--- src/rtl/msx_slot_master_if.sv ---
// msx_slot_master_if: host request/response handshake and MSX cartridge-slot bus signals
interface msx_slot_master_if;
    logic        req_valid;
    logic        req_ready;
    logic        req_we;
    logic [15:0] req_addr;
    logic [7:0]  req_wdata;
    logic        resp_valid;
    logic [7:0]  resp_rdata;
    logic        slot_clk;
    logic [15:0] slot_a;
    logic [7:0]  slot_d_out;
    logic        slot_d_oe;
    logic [7:0]  slot_d_in;
    logic        slot_nsltsl;
    logic        slot_nmerq;
    logic        slot_nrd;
    logic        slot_nwr;
    logic        slot_nwait;

    modport master (
        input  req_valid, req_we, req_addr, req_wdata, slot_d_in, slot_nwait,
        output req_ready, resp_valid, resp_rdata, slot_clk, slot_a, slot_d_out, slot_d_oe,
               slot_nsltsl, slot_nmerq, slot_nrd, slot_nwr
    );

    modport slave (
        output req_valid, req_we, req_addr, req_wdata, slot_d_in, slot_nwait,
        input  req_ready, resp_valid, resp_rdata, slot_clk, slot_a, slot_d_out, slot_d_oe,
               slot_nsltsl, slot_nmerq, slot_nrd, slot_nwr
    );
endinterface

--- src/rtl/msx_slot_master.sv ---
// msx_slot_master: valid/ready request to Z80-timed MSX slot memory cycle; SLOT_WAIT_EN enables slot_nwait stretching
module msx_slot_master #(
    parameter int CLK_DIV    = 6,
    parameter int EXTRA_WAIT = 0
) (
    input logic              clk,
    input logic              nreset,
    msx_slot_master_if.master bus
);
    localparam int PW = $clog2(CLK_DIV);

    typedef enum logic [2:0] {IDLE, ARM, T1, T2, T3, TW, T4} state_t;

    state_t          state;
    logic [PW-1:0]   phase;
    logic [PW-1:0]   phase_nxt;
    logic            tick;
    logic            go;
    logic            last_wait;
    logic [2:0]      wcnt;
    logic            we;
    logic [15:0]     addr;
    logic [7:0]      wdata;

    assign tick      = phase == PW'(CLK_DIV - 1);
    assign phase_nxt = tick ? '0 : phase + 1'b1;
    assign last_wait = (state == T3) ? (EXTRA_WAIT == 0) : (wcnt == 3'(EXTRA_WAIT - 1));

`ifdef SLOT_WAIT_EN
    assign go = bus.slot_nwait;
`else
    logic unused_nwait;
    assign unused_nwait = bus.slot_nwait;
    assign go = 1'b1;
`endif

    // free-running T-state phase counter and the bus clock derived from it
    always_ff @(posedge clk or negedge nreset) begin
        if (!nreset) begin
            phase        <= '0;
            bus.slot_clk <= 1'b1;
        end else begin
            phase        <= phase_nxt;
            bus.slot_clk <= phase_nxt < PW'(CLK_DIV / 2);
        end
    end

    // bus cycle sequencer; every state change lines up with a T-state boundary
    always_ff @(posedge clk or negedge nreset) begin
        if (!nreset) begin
            state           <= IDLE;
            wcnt            <= '0;
            we              <= 1'b0;
            addr            <= '0;
            wdata           <= '0;
            bus.req_ready   <= 1'b0;
            bus.resp_valid  <= 1'b0;
            bus.resp_rdata  <= '0;
            bus.slot_a      <= '0;
            bus.slot_d_out  <= '0;
            bus.slot_d_oe   <= 1'b0;
            bus.slot_nsltsl <= 1'b1;
            bus.slot_nmerq  <= 1'b1;
            bus.slot_nrd    <= 1'b1;
            bus.slot_nwr    <= 1'b1;
        end else begin
            bus.resp_valid <= 1'b0;
            case (state)
                IDLE: begin
                    bus.req_ready <= 1'b1;
                    if (bus.req_valid && bus.req_ready) begin
                        we            <= bus.req_we;
                        addr          <= bus.req_addr;
                        wdata         <= bus.req_wdata;
                        bus.req_ready <= 1'b0;
                        state         <= ARM;
                    end
                end
                ARM: if (tick) begin
                    state           <= T1;
                    bus.slot_a      <= addr;
                    bus.slot_nmerq  <= 1'b0;
                    bus.slot_nsltsl <= 1'b0;
                    bus.slot_nrd    <= we;
                    bus.slot_d_oe   <= we;
                    if (we) bus.slot_d_out <= wdata;
                end
                T1: if (tick) begin
                    state        <= T2;
                    bus.slot_nwr <= !we;
                end
                T2: if (tick) begin
                    state <= T3;
                    wcnt  <= '0;
                end
                T3, TW: if (tick && go) begin
                    if (last_wait) begin
                        state           <= T4;
                        if (!we) bus.resp_rdata <= bus.slot_d_in;
                        bus.slot_nrd    <= 1'b1;
                        bus.slot_nwr    <= 1'b1;
                        bus.slot_nmerq  <= 1'b1;
                        bus.slot_nsltsl <= 1'b1;
                    end else begin
                        state <= TW;
                        if (state == TW) wcnt <= wcnt + 1'b1;
                    end
                end
                T4: if (tick) begin
                    state          <= IDLE;
                    bus.slot_d_oe  <= 1'b0;
                    bus.resp_valid <= 1'b1;
                    bus.req_ready  <= 1'b1;
                end
                default: state <= IDLE;
            endcase
        end
    end
endmodule

--- src/flat_wrapper.sv ---
// flat-port wrapper written by rule: the top's interface ports become plain ports
module msx_slot_master_flat 
#(
    parameter int CLK_DIV    = 6,
    parameter int EXTRA_WAIT = 0
)
  (clk, nreset, bus_req_valid, bus_req_we, bus_req_addr, bus_req_wdata, bus_slot_d_in, bus_slot_nwait, bus_req_ready, bus_resp_valid, bus_resp_rdata, bus_slot_clk, bus_slot_a, bus_slot_d_out, bus_slot_d_oe, bus_slot_nsltsl, bus_slot_nmerq, bus_slot_nrd, bus_slot_nwr);
  msx_slot_master_if bus_i ();
  input logic clk;
  input logic nreset;
  input wire logic [$bits(bus_i.req_valid)-1:0] bus_req_valid;
  input wire logic [$bits(bus_i.req_we)-1:0] bus_req_we;
  input wire logic [$bits(bus_i.req_addr)-1:0] bus_req_addr;
  input wire logic [$bits(bus_i.req_wdata)-1:0] bus_req_wdata;
  input wire logic [$bits(bus_i.slot_d_in)-1:0] bus_slot_d_in;
  input wire logic [$bits(bus_i.slot_nwait)-1:0] bus_slot_nwait;
  output wire logic [$bits(bus_i.req_ready)-1:0] bus_req_ready;
  output wire logic [$bits(bus_i.resp_valid)-1:0] bus_resp_valid;
  output wire logic [$bits(bus_i.resp_rdata)-1:0] bus_resp_rdata;
  output wire logic [$bits(bus_i.slot_clk)-1:0] bus_slot_clk;
  output wire logic [$bits(bus_i.slot_a)-1:0] bus_slot_a;
  output wire logic [$bits(bus_i.slot_d_out)-1:0] bus_slot_d_out;
  output wire logic [$bits(bus_i.slot_d_oe)-1:0] bus_slot_d_oe;
  output wire logic [$bits(bus_i.slot_nsltsl)-1:0] bus_slot_nsltsl;
  output wire logic [$bits(bus_i.slot_nmerq)-1:0] bus_slot_nmerq;
  output wire logic [$bits(bus_i.slot_nrd)-1:0] bus_slot_nrd;
  output wire logic [$bits(bus_i.slot_nwr)-1:0] bus_slot_nwr;
  assign bus_i.req_valid = bus_req_valid;
  assign bus_i.req_we = bus_req_we;
  assign bus_i.req_addr = bus_req_addr;
  assign bus_i.req_wdata = bus_req_wdata;
  assign bus_i.slot_d_in = bus_slot_d_in;
  assign bus_i.slot_nwait = bus_slot_nwait;
  assign bus_req_ready = bus_i.req_ready;
  assign bus_resp_valid = bus_i.resp_valid;
  assign bus_resp_rdata = bus_i.resp_rdata;
  assign bus_slot_clk = bus_i.slot_clk;
  assign bus_slot_a = bus_i.slot_a;
  assign bus_slot_d_out = bus_i.slot_d_out;
  assign bus_slot_d_oe = bus_i.slot_d_oe;
  assign bus_slot_nsltsl = bus_i.slot_nsltsl;
  assign bus_slot_nmerq = bus_i.slot_nmerq;
  assign bus_slot_nrd = bus_i.slot_nrd;
  assign bus_slot_nwr = bus_i.slot_nwr;
  msx_slot_master #(.CLK_DIV(CLK_DIV), .EXTRA_WAIT(EXTRA_WAIT)) u_core (.clk(clk), .nreset(nreset), .bus(bus_i));
endmodule
--- config.mk ---
export PLATFORM = sky130hd
export DESIGN_NAME = msx_slot_master_flat
export DESIGN_NICKNAME = d
export VERILOG_FILES = /design/src/rtl/msx_slot_master_if.sv /design/src/rtl/msx_slot_master.sv /design/src/flat_wrapper.sv
export SDC_FILE = /design/constraint.sdc
export NUM_CORES = 1
export LEC_CHECK = 0
export CORE_MARGIN = 2
export CORE_UTILIZATION = 48
export DETAILED_ROUTE_END_ITERATION = 6
export PLACE_DENSITY = 0.79
export REMOVE_ABC_BUFFERS = 1
export SLEW_MARGIN = 20
export SYNTH_ARGS = -nofsm -noshare
export SYNTH_HDL_FRONTEND = slang
export SYNTH_SLANG_ARGS = --single-unit
--- constraint.sdc ---
create_clock -name clk -period 2.4 [get_ports clk]
set_input_delay 0.48 -clock clk [delete_from_list [all_inputs] [get_ports clk]]
set_output_delay 0.48 -clock clk [all_outputs]
set_load 0.01 [all_outputs]
==> impl_metrics.ini <==
[run_status]
status = finished, final reports clean

[clocking]
cts_hold_buf = 0
cts_root_buf = clkbuf_8
clock_latency_ns = 0.34
path_clk_slew_ns = 0.08
cts_max_path_buffers = 2
clock_sinks = 73
cts_resized = 0
cts_tree = built
numCtsBuffers = 9
cts_setup_buffers = 0
cts_max_level = 3

[timing]
fmax_mhz = 482.3
worst_pin_slew_ns = 0.6021
fin_hold_ws_ns = 0.1361
setup_violations = 0
finClkSkew_ns = 0.007265
rsz0062_at_grt = no
min_period_ns = 2.074
setup_tns_ns = 0
finalHoldViolations = 0
post-route-period-util = 0.8640
finalMaxSlewViolations = 0
relSlewSlack = 0.5986

[placement]
portBuffers = 75
dp_cells = 343
place_congestion = 0.7374
dp_hpwl_um = 3762

[critical_path]
reg2reg_slack_ns = 0.33
worstPathRequired_ns = 2.63
cpMostUsedCell = ha_1
cp.arrival_ns = 2.30
worstPathCellList = ha_1, ha_1, nor2b_1, nor3b_4, nand2b_1, mux2_4
reg2reg_from = u_core.wcnt[0]$_DFFE_PN0P_
endpoint_kind = flop
path_class = flop to flop
r2r_cells = 6
cp-start-kind = flop
slowest_stage = nand2b_1
slowest_delay_ns = 0.40
reg2reg_to = u_core.bus.resp_rdata[3]$_DFFE_PN0P_
critPathMaxFanout = 8

[cells_and_area]
layout.cells.non_filler = 359
drive_gt1_frac = 0.3099
area.growth.synth_to_final_pct = 34.56
final_nets = 318
antenna_cells = 0

[logic_synthesis]
synth_edf_count = 0
async_flop_share = 1.000
netlist_area_um2 = 2994
postSynthCellCount = 200
synth_ff_type = dfrtp_1
synth.avg_cell_area_um2 = 14.97
synth_warnings = 0
yosysUniqueCellTypes = 37
synth_seq_area_share = 0.6118
synth_seq_cells = 73

[pwr]
swShare = 0.2298
p_int_mw = 2.014
cellPowerDensity_nw_per_um2 = 649.0
combPwrFrac = 0.103
p_leak_nw = 1.853
ir_drop_mv = 0.5009
p_switching_uw = 600.9
pwr-share-seq = 0.517
clockPowerShare = 0.380

[detailed_routing]
drc = 0
drt_first_pass_iters = 4
route.antenna.remaining_nets = 0
vias_per_cell = 5.084
wl_per_cell_um = 14.92
via_count = 1825
drtIter0Drc = 45
wl_um = 5356

[hold_path]
hold_class = primary input to asynchronous set/reset pin

[grt]
antenna_found_initial = 0
grt_pass1_vias = 1832
grt_max_degree = 49
overflow = 0
grt.total_usage = 0.1651
grt_pass1_wl_um = 9004

[die]
rows = 28
die-width_um = 82.98
die_h_um = 82.98
pin_count = 77
coreArea_um2 = 5991
initial_core_util = 0.4998
dieArea_um2 = 6886

[flow_run]
maxCapViolCount = 0
==> logic make-up after synthesis <==
family / Yosys count / share of synthesized area
buffers and inverters: 14 / 0.02758
multiplexers: 60 / 0.2349
adder cells (fa/ha/maj): 2 / 0.008356
AO/OA/AOI/OAI: 24 / 0.05140
flip-flops: 73 / 0.6118
AND/OR/NAND/NOR: 27 / 0.06603
==> power by group through the flow <==
stage | logic [mW] | clock network (mW) | registers, mW
after CTS | 0.276 | 1.03 | 1.35
after global placement | 0.268 | 0 | 1.37
after global routing | 0.292 | 1.07 | 1.36
after detailed placement | 0.274 | 0 | 1.38
after floorplan | 0.0729 | 0 | 1.39
final | 0.269 | 0.994 | 1.35
==> per-stage QoR <==
stage                     setup slack, ns  utilization  area (um2)  power [mW]
final                              0.3264       0.6725        4029       2.615
after global routing               0.2264       0.6725        4029       2.728
after CTS                          0.3113       0.6725        4029       2.658
after detailed placement           0.3107       0.6372        3817       1.650
after global placement             0.3684       0.6372        3817       1.639
after floorplan                    0.4726            -        2923       1.461
==> routing by layer <==
metal  GRT usage  up-vias  share of wire
li1            -      873              -
met1      0.2048      889           0.42
met2      0.2551       61           0.49
met3     0.08052        2          0.082
met4     0.05216        0         0.0041
met5           0        -              0
==> registers in the layout (all words and copies together), names as in the netlist, 3 cells and up <==
name / flops
u_core.bus.slot_d_out: 8
u_core.wdata: 8
u_core.phase: 3
u_core.wcnt: 3
u_core.state: 3
u_core.addr: 16
u_core.bus.slot_a: 16
u_core.bus.resp_rdata: 8
==> cell type report <==
class                      count  area (um2)
clock buffer                  10       137.6
clock inverter                 6       73.82
fill                         430        1962
inverter                       3       11.26
multi-input combinational    113        1080
sequential                    73        1832
tap                           75       93.84
timing repair buffer          79       800.8
==> how the worst max path moves through the flow <==
stage,start,end,slack [ns],cells past startpoint
after detailed placement,u_core.wcnt[0]$_DFFE_PN0P_,u_core.bus.resp_rdata[3]$_DFFE_PN0P_,0.31,6
final,u_core.wcnt[0]$_DFFE_PN0P_,u_core.bus.resp_rdata[3]$_DFFE_PN0P_,0.33,6
after CTS,u_core.wcnt[0]$_DFFE_PN0P_,u_core.bus.resp_rdata[3]$_DFFE_PN0P_,0.31,6
after global placement,u_core.wcnt[0]$_DFFE_PN0P_,u_core.bus.resp_rdata[6]$_DFFE_PN0P_,0.37,6
after global routing,u_core.wcnt[0]$_DFFE_PN0P_,u_core.bus.resp_rdata[2]$_DFFE_PN0P_,0.23,6
after floorplan,u_core.phase[1]$_DFF_PN0_,u_core.bus.resp_rdata[0]$_DFFE_PN0P_,0.47,4
==> layout by cell type, fill, tap and decap left out, drive strengths merged, types with 2 or more instances in the layout <==
cell type,count
clkdlybuf4s50,74
o21ai,7
mux2i,2
ha,2
inv,6
nand2b,2
nor2b,3
dfstp,4
a21oi,6
clkbuf,10
nand2,7
mux2,58
clkinvlp,2
nor2,2
nand4b,2
dfrtp,69
nand3b,2
nor3b,2
o21a,3
nor3,2
a21o,2
nand3,2
buf,5
==> critical path: cells and delay by family (launching register included) <==
| kind | cells | cell delay, ns |
|---|---|---|
| and+or+nand+nor | 3 | 0.76 |
| DFF | 1 | 0.39 |
| adders and majority gates | 2 | 0.47 |
| muxes | 1 | 0.34 |
==> Yosys cell counts (all sizes together) (2+ instances only) <==
cell,instances,share of area
a21o,2,0.0050
a21oi,6,0.010
buf,10,0.023
dfrtp,69,0.58
dfstp,4,0.035
ha,2,0.0084
inv,3,0.0038
mux2,58,0.23
mux2i,2,0.0067
nand2,7,0.0088
nand2b,2,0.0042
nand3,2,0.0075
nand3b,2,0.0050
nand4b,2,0.0079
nor2,2,0.0050
nor2b,3,0.0063
nor3,2,0.0033
nor3b,2,0.0088
o21a,3,0.0075
o21ai,7,0.012
Power figures use the tool's default switching activity.
